### src/rtl/serial_pkg.sv
// Shared types and constants for the serial transmitter slice.
package serial_pkg;

  typedef enum logic [2:0] {
    IDLE   = 3'd0,
    START  = 3'd1,
    DATA   = 3'd2,
    PARITY = 3'd3,
    STOP   = 3'd4
  } state_e;

  localparam logic START_BIT  = 1'b0;
  localparam logic STOP_BIT   = 1'b1;
  localparam logic IDLE_LEVEL = 1'b1;

  // Clock cycles from the accepting edge to the edge where ready returns high.
  function automatic int unsigned frame_len(input int unsigned data_w,
                                            input int unsigned parity_en,
                                            input int unsigned clks_per_bit);
    return (data_w + 2 + ((parity_en != 0) ? 1 : 0)) * clks_per_bit;
  endfunction

endpackage

### src/rtl/serial_tx_bit_timer.sv
// Bit-period down-counter; tick marks the last cycle of each bit period.
module bit_timer #(
  parameter int unsigned CLKS_PER_BIT = 4
) (
  input  logic clk,
  input  logic rst,
  input  logic restart,
  output logic tick
);

  localparam int unsigned CW = $clog2(CLKS_PER_BIT) + 1;
  localparam logic [CW-1:0] RELOAD = CW'(CLKS_PER_BIT - 1);

  logic [CW-1:0] cnt_q, cnt_d;

  assign tick = (cnt_q == '0);

  always_comb begin
    cnt_d = cnt_q - CW'(1);
    if (restart || tick) cnt_d = RELOAD;
  end

  always_ff @(posedge clk or posedge rst) begin
    if (rst) cnt_q <= '0;
    else     cnt_q <= cnt_d;
  end

endmodule

### src/rtl/serial_tx.sv
// LSB-first serialiser: start bit, DATA_W payload bits, optional even parity, stop bit.
module serial_tx #(
  parameter int unsigned CLKS_PER_BIT = 4,
  parameter int unsigned DATA_W       = 8,
  parameter int unsigned PARITY_EN    = 0
) (
  input  logic              clk,
  input  logic              rst,
  input  logic [DATA_W-1:0] data_in,
  input  logic              load,
  output logic              ready,
  output logic              tx,
  output logic              done
);

  import serial_pkg::*;

  localparam int unsigned IDX_W = $clog2(DATA_W);
  localparam logic [IDX_W-1:0] LAST_IDX = IDX_W'(DATA_W - 1);

  state_e            state_q, state_d;
  logic [DATA_W-1:0] shreg_q, shreg_d;
  logic [IDX_W-1:0]  idx_q, idx_d;
  logic              par_q, par_d;
  logic              tx_q, tx_d;
  logic              ready_q, ready_d;
  logic              done_q, done_d;
  logic              accept;
  logic              tick;

  assign accept = load && ready_q;

  bit_timer #(.CLKS_PER_BIT(CLKS_PER_BIT)) u_timer (
    .clk     (clk),
    .rst     (rst),
    .restart (accept),
    .tick    (tick)
  );

  always_ff @(posedge clk or posedge rst) begin
    if (rst) begin
      state_q <= IDLE;
      shreg_q <= '0;
      idx_q   <= '0;
      par_q   <= 1'b0;
      tx_q    <= IDLE_LEVEL;
      ready_q <= 1'b1;
      done_q  <= 1'b0;
    end else begin
      state_q <= state_d;
      shreg_q <= shreg_d;
      idx_q   <= idx_d;
      par_q   <= par_d;
      tx_q    <= tx_d;
      ready_q <= ready_d;
      done_q  <= done_d;
    end
  end

  always_comb begin
    state_d = state_q;
    shreg_d = shreg_q;
    idx_d   = idx_q;
    par_d   = par_q;
    unique case (state_q)
      IDLE: begin
        if (accept) begin
          state_d = START;
          shreg_d = data_in;
          par_d   = ^data_in;
        end
      end
      START: begin
        if (tick) state_d = DATA;
      end
      DATA: begin
        if (tick) begin
          shreg_d = shreg_q >> 1;
          if (idx_q == LAST_IDX) begin
            idx_d   = '0;
            state_d = (PARITY_EN != 0) ? PARITY : STOP;
          end else begin
            idx_d = idx_q + IDX_W'(1);
          end
        end
      end
      PARITY: begin
        if (tick) state_d = STOP;
      end
      STOP: begin
        if (tick) state_d = IDLE;
      end
      default: state_d = IDLE;
    endcase
  end

  // Outputs are decoded from the next state so the registered line changes on the same edge as the state.
  always_comb begin
    tx_d    = IDLE_LEVEL;
    ready_d = 1'b0;
    unique case (state_d)
      IDLE: begin
        tx_d    = IDLE_LEVEL;
        ready_d = 1'b1;
      end
      START:   tx_d = START_BIT;
      DATA:    tx_d = shreg_d[0];
      PARITY:  tx_d = par_d;
      STOP:    tx_d = STOP_BIT;
      default: tx_d = IDLE_LEVEL;
    endcase
    done_d = (state_q == STOP) && (state_d == IDLE);
  end

  assign tx    = tx_q;
  assign ready = ready_q;
  assign done  = done_q;

endmodule
### config.mk
export PLATFORM = sky130hd
export DESIGN_NAME = serial_tx
export DESIGN_NICKNAME = d
export VERILOG_FILES = /design/src/rtl/serial_pkg.sv /design/src/rtl/serial_tx_bit_timer.sv /design/src/rtl/serial_tx.sv
export SDC_FILE = /design/constraint.sdc
export NUM_CORES = 1
export LEC_CHECK = 0
export CORE_ASPECT_RATIO = 0.5
export CORE_MARGIN = 3
export CORE_UTILIZATION = 35
export DETAILED_ROUTE_END_ITERATION = 12
export GPL_TIMING_DRIVEN = 0
export PLACE_DENSITY_LB_ADDON = 0.05
export SLEW_MARGIN = 25
export SYNTH_ARGS = -nofsm -noshare
export SYNTH_HDL_FRONTEND = slang
export SYNTH_SLANG_ARGS = --single-unit
### constraint.sdc
create_clock -name clk -period 3 [get_ports clk]
set_input_delay 0.6 -clock clk [delete_from_list [all_inputs] [get_ports clk]]
set_output_delay 0.6 -clock clk [all_outputs]
set_load 0.05 [all_outputs]
# Word level (Yosys, flattened, before mapping)
# Cells that the tools add are included.
# totals
register_bits,21
latch_bits,0
ramBits,0
romBits,0
inputBits,11
elab_cells,47
memories,0
# op_classes
n_addsub,2
multipliers,0
div,0
magnitude_cmp,0
eq_ne,10
n_shift,0
muxes,16
bitwise,0
n_reduce_logical,10
# op_table
operator,count
2-to-1 mux 3 bit,8
2-to-1 mux 8 bit,2
one-hot mux 8 bit (2 select lines),1
one-hot mux 3 bit (5 select lines),1
equality test 3 x 2 -> 1 bit (second input constant),4
logical NOT 3 bit,3
parity 8 bit,1
equality test 3 x 1 -> 1 bit (second input constant),2
equality test 3 bit (second input constant),2
!= test 2 x 1 -> 1 bit (second input constant),2
adder 3 x 1 -> 3 bit (second input constant),1
2-to-1 mux 1 bit,3
one-hot mux 1 bit (3 select lines),1
AND reduction 3 bit,1
subtractor 3 x 1 -> 3 bit (second input constant),1
logical AND 1 bit,2
AND reduction 2 bit,1
nonzero test 2 bit,1
logical OR 1 bit,1

# Logic depth before layout (Yosys ltp)
# depth
word_depth,6
ltp_mapped,8
depth_no_buf,7

# Cells and area by module
# From an unflattened synthesis, not the netlist that was laid out.
# unflattened
cells_unflattened,98
hier_area_um2,1054.8
# by_module_without_submodules
mod,n_inst,cells_each,area_per_inst_um2
serial_tx,1,84,898.4
bit_timer,1,14,156.4

# Least setup slack after synthesis
# No wires, ideal clock.
# synth_path
path_kind,register -> register
startpoint,"reg ready_q, in the netlist ready"
endpoint,"reg tx_q, in the netlist tx"
setup_time_ps,84
arrival_time_ps,1523
t_required_ps,2916
slack_ps,1393
stages_incl_launch_ff,6
period_less_slack_ps,1607
cell_sequence,dfstp_2 and4bb_4 a22oi_2 a221o_1 nor2_2 o22ai_1
# synth_rtl
item,line_no,source
"start, declared",serial_tx.sv:26,"logic ready_q, ready_d;"
"start signal, assigned",serial_tx.sv:55,ready_q <= ready_d;
logical AND 1 bit,serial_tx.sv:31,assign accept = load && ready_q;
2-to-1 mux 8 bit,serial_tx.sv:67,if (accept) begin
one-hot mux 8 bit (2 select lines),serial_tx.sv:65,unique case (state_q)
net shreg_d[0],serial_tx.sv:22,"logic [DATA_W-1:0] shreg_q, shreg_d;"
one-hot mux 1 bit (3 select lines),serial_tx.sv:101,unique case (state_d)
net tx_d,serial_tx.sv:25,"logic tx_q, tx_d;"
"end signal, assigned",serial_tx.sv:54,tx_q <= tx_d;
"end, declared",serial_tx.sv:25,
# The timed path passes the listed nets, and every way through them passes these cells. The select of a mux whose other input is x is not followed.
# A chain may end at the register's enable or synchronous reset.

# Final worst setup path
# layout_path
startpoint,"reg ready_q, in the netlist ready"
endpoint,out ready
# layout_rtl
item,line_no,source
"end, declared",serial_tx.sv:11,"output logic ready,"
# No word-level cell between the ends.

==> metrics.md <==
| Metric | Value |
|---|---|
| DRC errors left | `0` |
| Max_cap viols | `0` |
| Post-synthesis net count | `between 100 and 150` |
| Relative slew slack | `0.455` |
| Vias in the first global route | `707` |
| Sequential Power Share | `0.427` |
| NetSw | `414 uW` |
| Post-DR vias/cell | `4.86` |
| Pre-Repair DR Iteration Count | `4` |
| Seq cells post-synth | `21` |
| Antenna violations before repair | `0` |
| Yosys warns | `0` |
| Share of the yosys chip area belonging to registers | `0.513` |
| CTS HTree Levels | `1` |
| Clock skew | `0.00184 ns` |
| TritonCTS Buffers | `3` |
| WP data arrival | `1.61 ns` |
| Mapped Cells | `between 90 and 100` |
| FILL cells | `between 200 and 300` |
| Later-pin clock latency in the skew report | `around 0.26 ns` |
| CORE AREA | `2700 um2` |
| Status | `finished clean` |
| Slowest CP cell | `clkdlybuf4s50_1` |
| # setup viols final | `0` |
| Fmax | `453 MHz` |
| Largest net degree at the start of global routing | `22` |
| Fin Setup TNS | `0 ns` |
| Synth cell types | `34` |
| 1st-iter DRT viols | `40` |
| Worst hold slack | `0.451 ns` |
| Starting Density | `0.381` |
| Leakage | `slightly below 0.6 nW` |
| Syn_area_per_cell | `11.0 um2` |
| Hold_buf cts | `0` |
| Critical path class | `reg -> out` |
| Clock power share | `0.162` |
| Overall routing resource usage | `0.117` |
| Clock Path Buffers | `2` |
| GP Congestion | `about 0.73` |
| Post-CTS setup buffers | `0` |
| CTS root buf | `clkbuf_8` |
| Comb power frac | `0.411` |
| Final hold vios | `0` |
| Die width | `82.7 um` |
| Crit path buf inv count | `1` |
| Post-CTS Resized | `0` |
| Total gr overflow | `0` |
| WL/cell | `12.7 um` |
| Fin nets | `127` |
| Final min period | `between 2 and 2.5 ns` |
| Worst Max-Slew Pin Slew | `~0.82 ns` |
| RSZ-0062 raised after global routing | `no` |
| Area Overhead vs Synth | `21.5%` |
| # diodes | `0` |
| Die area | `3670 um2` |
| Post-DP HPWL | `1420 um` |
| Antenna-violating nets left | `0` |
| Final Cycle Share | `0.736` |
| Largest stage delay on the critical path | `0.80 ns` |
| Final Max Slew Viols | `0` |
| Cell family with most CP delay | `buffers and inverters` |
| Critical path capture point type | `primary output` |
| Layout cell share with drive strength beyond 1 | `0.135` |
| First-pass GRT wire length | `3140 um` |
| Placed inst area | `1210 um2` |
| Critical path startpoint category | `register` |
| Post-layout util | `0.463` |
| Post-route cell area | `1250 um2` |
| Peak supply drop | `330 uV` |
| Via count | `720` |
| Clk sinks | `21` |
| Routed wire length | `approximately 1900 um` |
| Power per cell area | `around 890 nW/um2` |
| Row count | `13` |
| TritonCTS clock tree | `built` |
| Internal Pwr Total | `approximately 700 uW` |
| Port bufs | `13` |
| Critical Path Fanout Max | `4` |
| Required time of the critical path | `2.40 ns` |
| Reg clk slew, reported paths | `0.07 ns` |
| Top Ports | `14` |
| Switching share of power | `0.371` |
| Area of the mapped netlist | `roughly 1000 um2` |
| CP cell instances | `clkdlybuf4s50_1` |
| DIE HEIGHT | `between 40 and 50 um` |
| Hold Crit Class | `reg -> reg` |
final cells by class:
class,instances,area (um2),share of cell area
Timing Repair Buffer,13,130,0.104
Buffer,3,21.3,0.0170
Clock buffer,4,45.0,0.0360
Multi-Input combinational cell,64,458,0.366
Sequential cell,21,528,0.422
Inverter,6,22.5,0.0180
Tap cell,37,46.3,0.0370
final timing paths:
kind | endpoint | start | cells after the start | slack (ns)
max | ready | ready | 1 | 0.79
min | u_timer.cnt_q[0] | u_timer.cnt_q[0] | 1 | 0.45
max reg2reg | tx | u_timer.cnt_q[0] | 7 | 1.25
min reg2reg | u_timer.cnt_q[0] | u_timer.cnt_q[0] | 1 | 0.45
max in group asynchronous | par_q | rst | 2 | 1.69
min in group asynchronous | shreg_q[7] | rst | 2 | 0.80
cell usage in the layout (no fill, tap or decap), types with 2 or more instances in the layout:
cell,Yosys,routed
dfrtp_1,19,19
mux2_1,3,3
nand2_1,14,14
nand3_1,3,3
inv_1,5,5
buf_2,2,2
clkdlybuf4s50_1,0,13
ha_1,4,4
clkbuf_8,0,3
a21oi_1,2,2
nor2_1,5,5
dfstp_2,2,2
a22oi_1,6,6
xnor2_1,7,7
cell usage after synthesis, drive strengths merged:
cell type  number  area share
nand2          14       0.051
o22ai           1      0.0061
ha              4       0.049
o21ai           2      0.0097
dfstp           2       0.051
nor3            2       0.021
nand2b          1      0.0061
a221o           1      0.0097
nor2            6       0.024
a22oi           7       0.056
a22o            1      0.0085
dfrtp          19        0.46
and4bb          2       0.028
mux2i           1      0.0097
a21oi           2      0.0097
and3            1      0.0061
mux2            3       0.033
and2            1      0.0085
nand3           3       0.015
inv             6       0.022
or3             1      0.0061
a31o            1      0.0085
a21o            1      0.0073
o31ai           1      0.0073
xnor2           7       0.060
buf             3       0.021
nor4            1      0.0061
routing by layer:
| layer | part of all wire | global-route usage |
|---|---|---|
| met3 | 0.057 | 0.0549 |
| met5 | 0 | 0 |
| met4 | 0.0043 | 0.0195 |
| met2 | 0.45 | 0.177 |
| met1 | 0.49 | 0.155 |
power groups by stage:
stage	sequential, mW	clock, mW	combinational, mW
2_1_floorplan	0.515	0	0.307
3_3_place_gp	0.474	0	0.444
3_5_place_dp	0.481	0	0.462
4_1_cts	0.475	0.190	0.463
5_1_grt	0.489	0.205	0.510
6_report	0.475	0.181	0.458
kinds of logic after synthesis:
group,Yosys count,synth area share
AND/OR/NAND/NOR,32,0.171
flip-flops,21,0.513
XOR/XNOR,7,0.0595
adder cells (fa/ha/maj),4,0.0486
buffers and inverters,9,0.0425
AO/OA/AOI/OAI,17,0.123
multiplexers,4,0.0425
flip-flops by register name, summed over array words and instances, names as in the netlist:
register and cells:
shreg_q 8, state_q 3, ready 1, u_timer.cnt_q 3
tx 1, idx_q 3, par_q 1, done 1
through the flow:
stage	power (mW)	setup WS, ns	cells
floorplan	0.822	1.39	94
global placement	0.918	0.906	144
detailed placement	0.943	0.864	144
CTS	1.13	0.772	148
global route	1.20	0.746	148
finish	1.11	0.792	148
No activity file was read; power rests on OpenSTA's default activity.
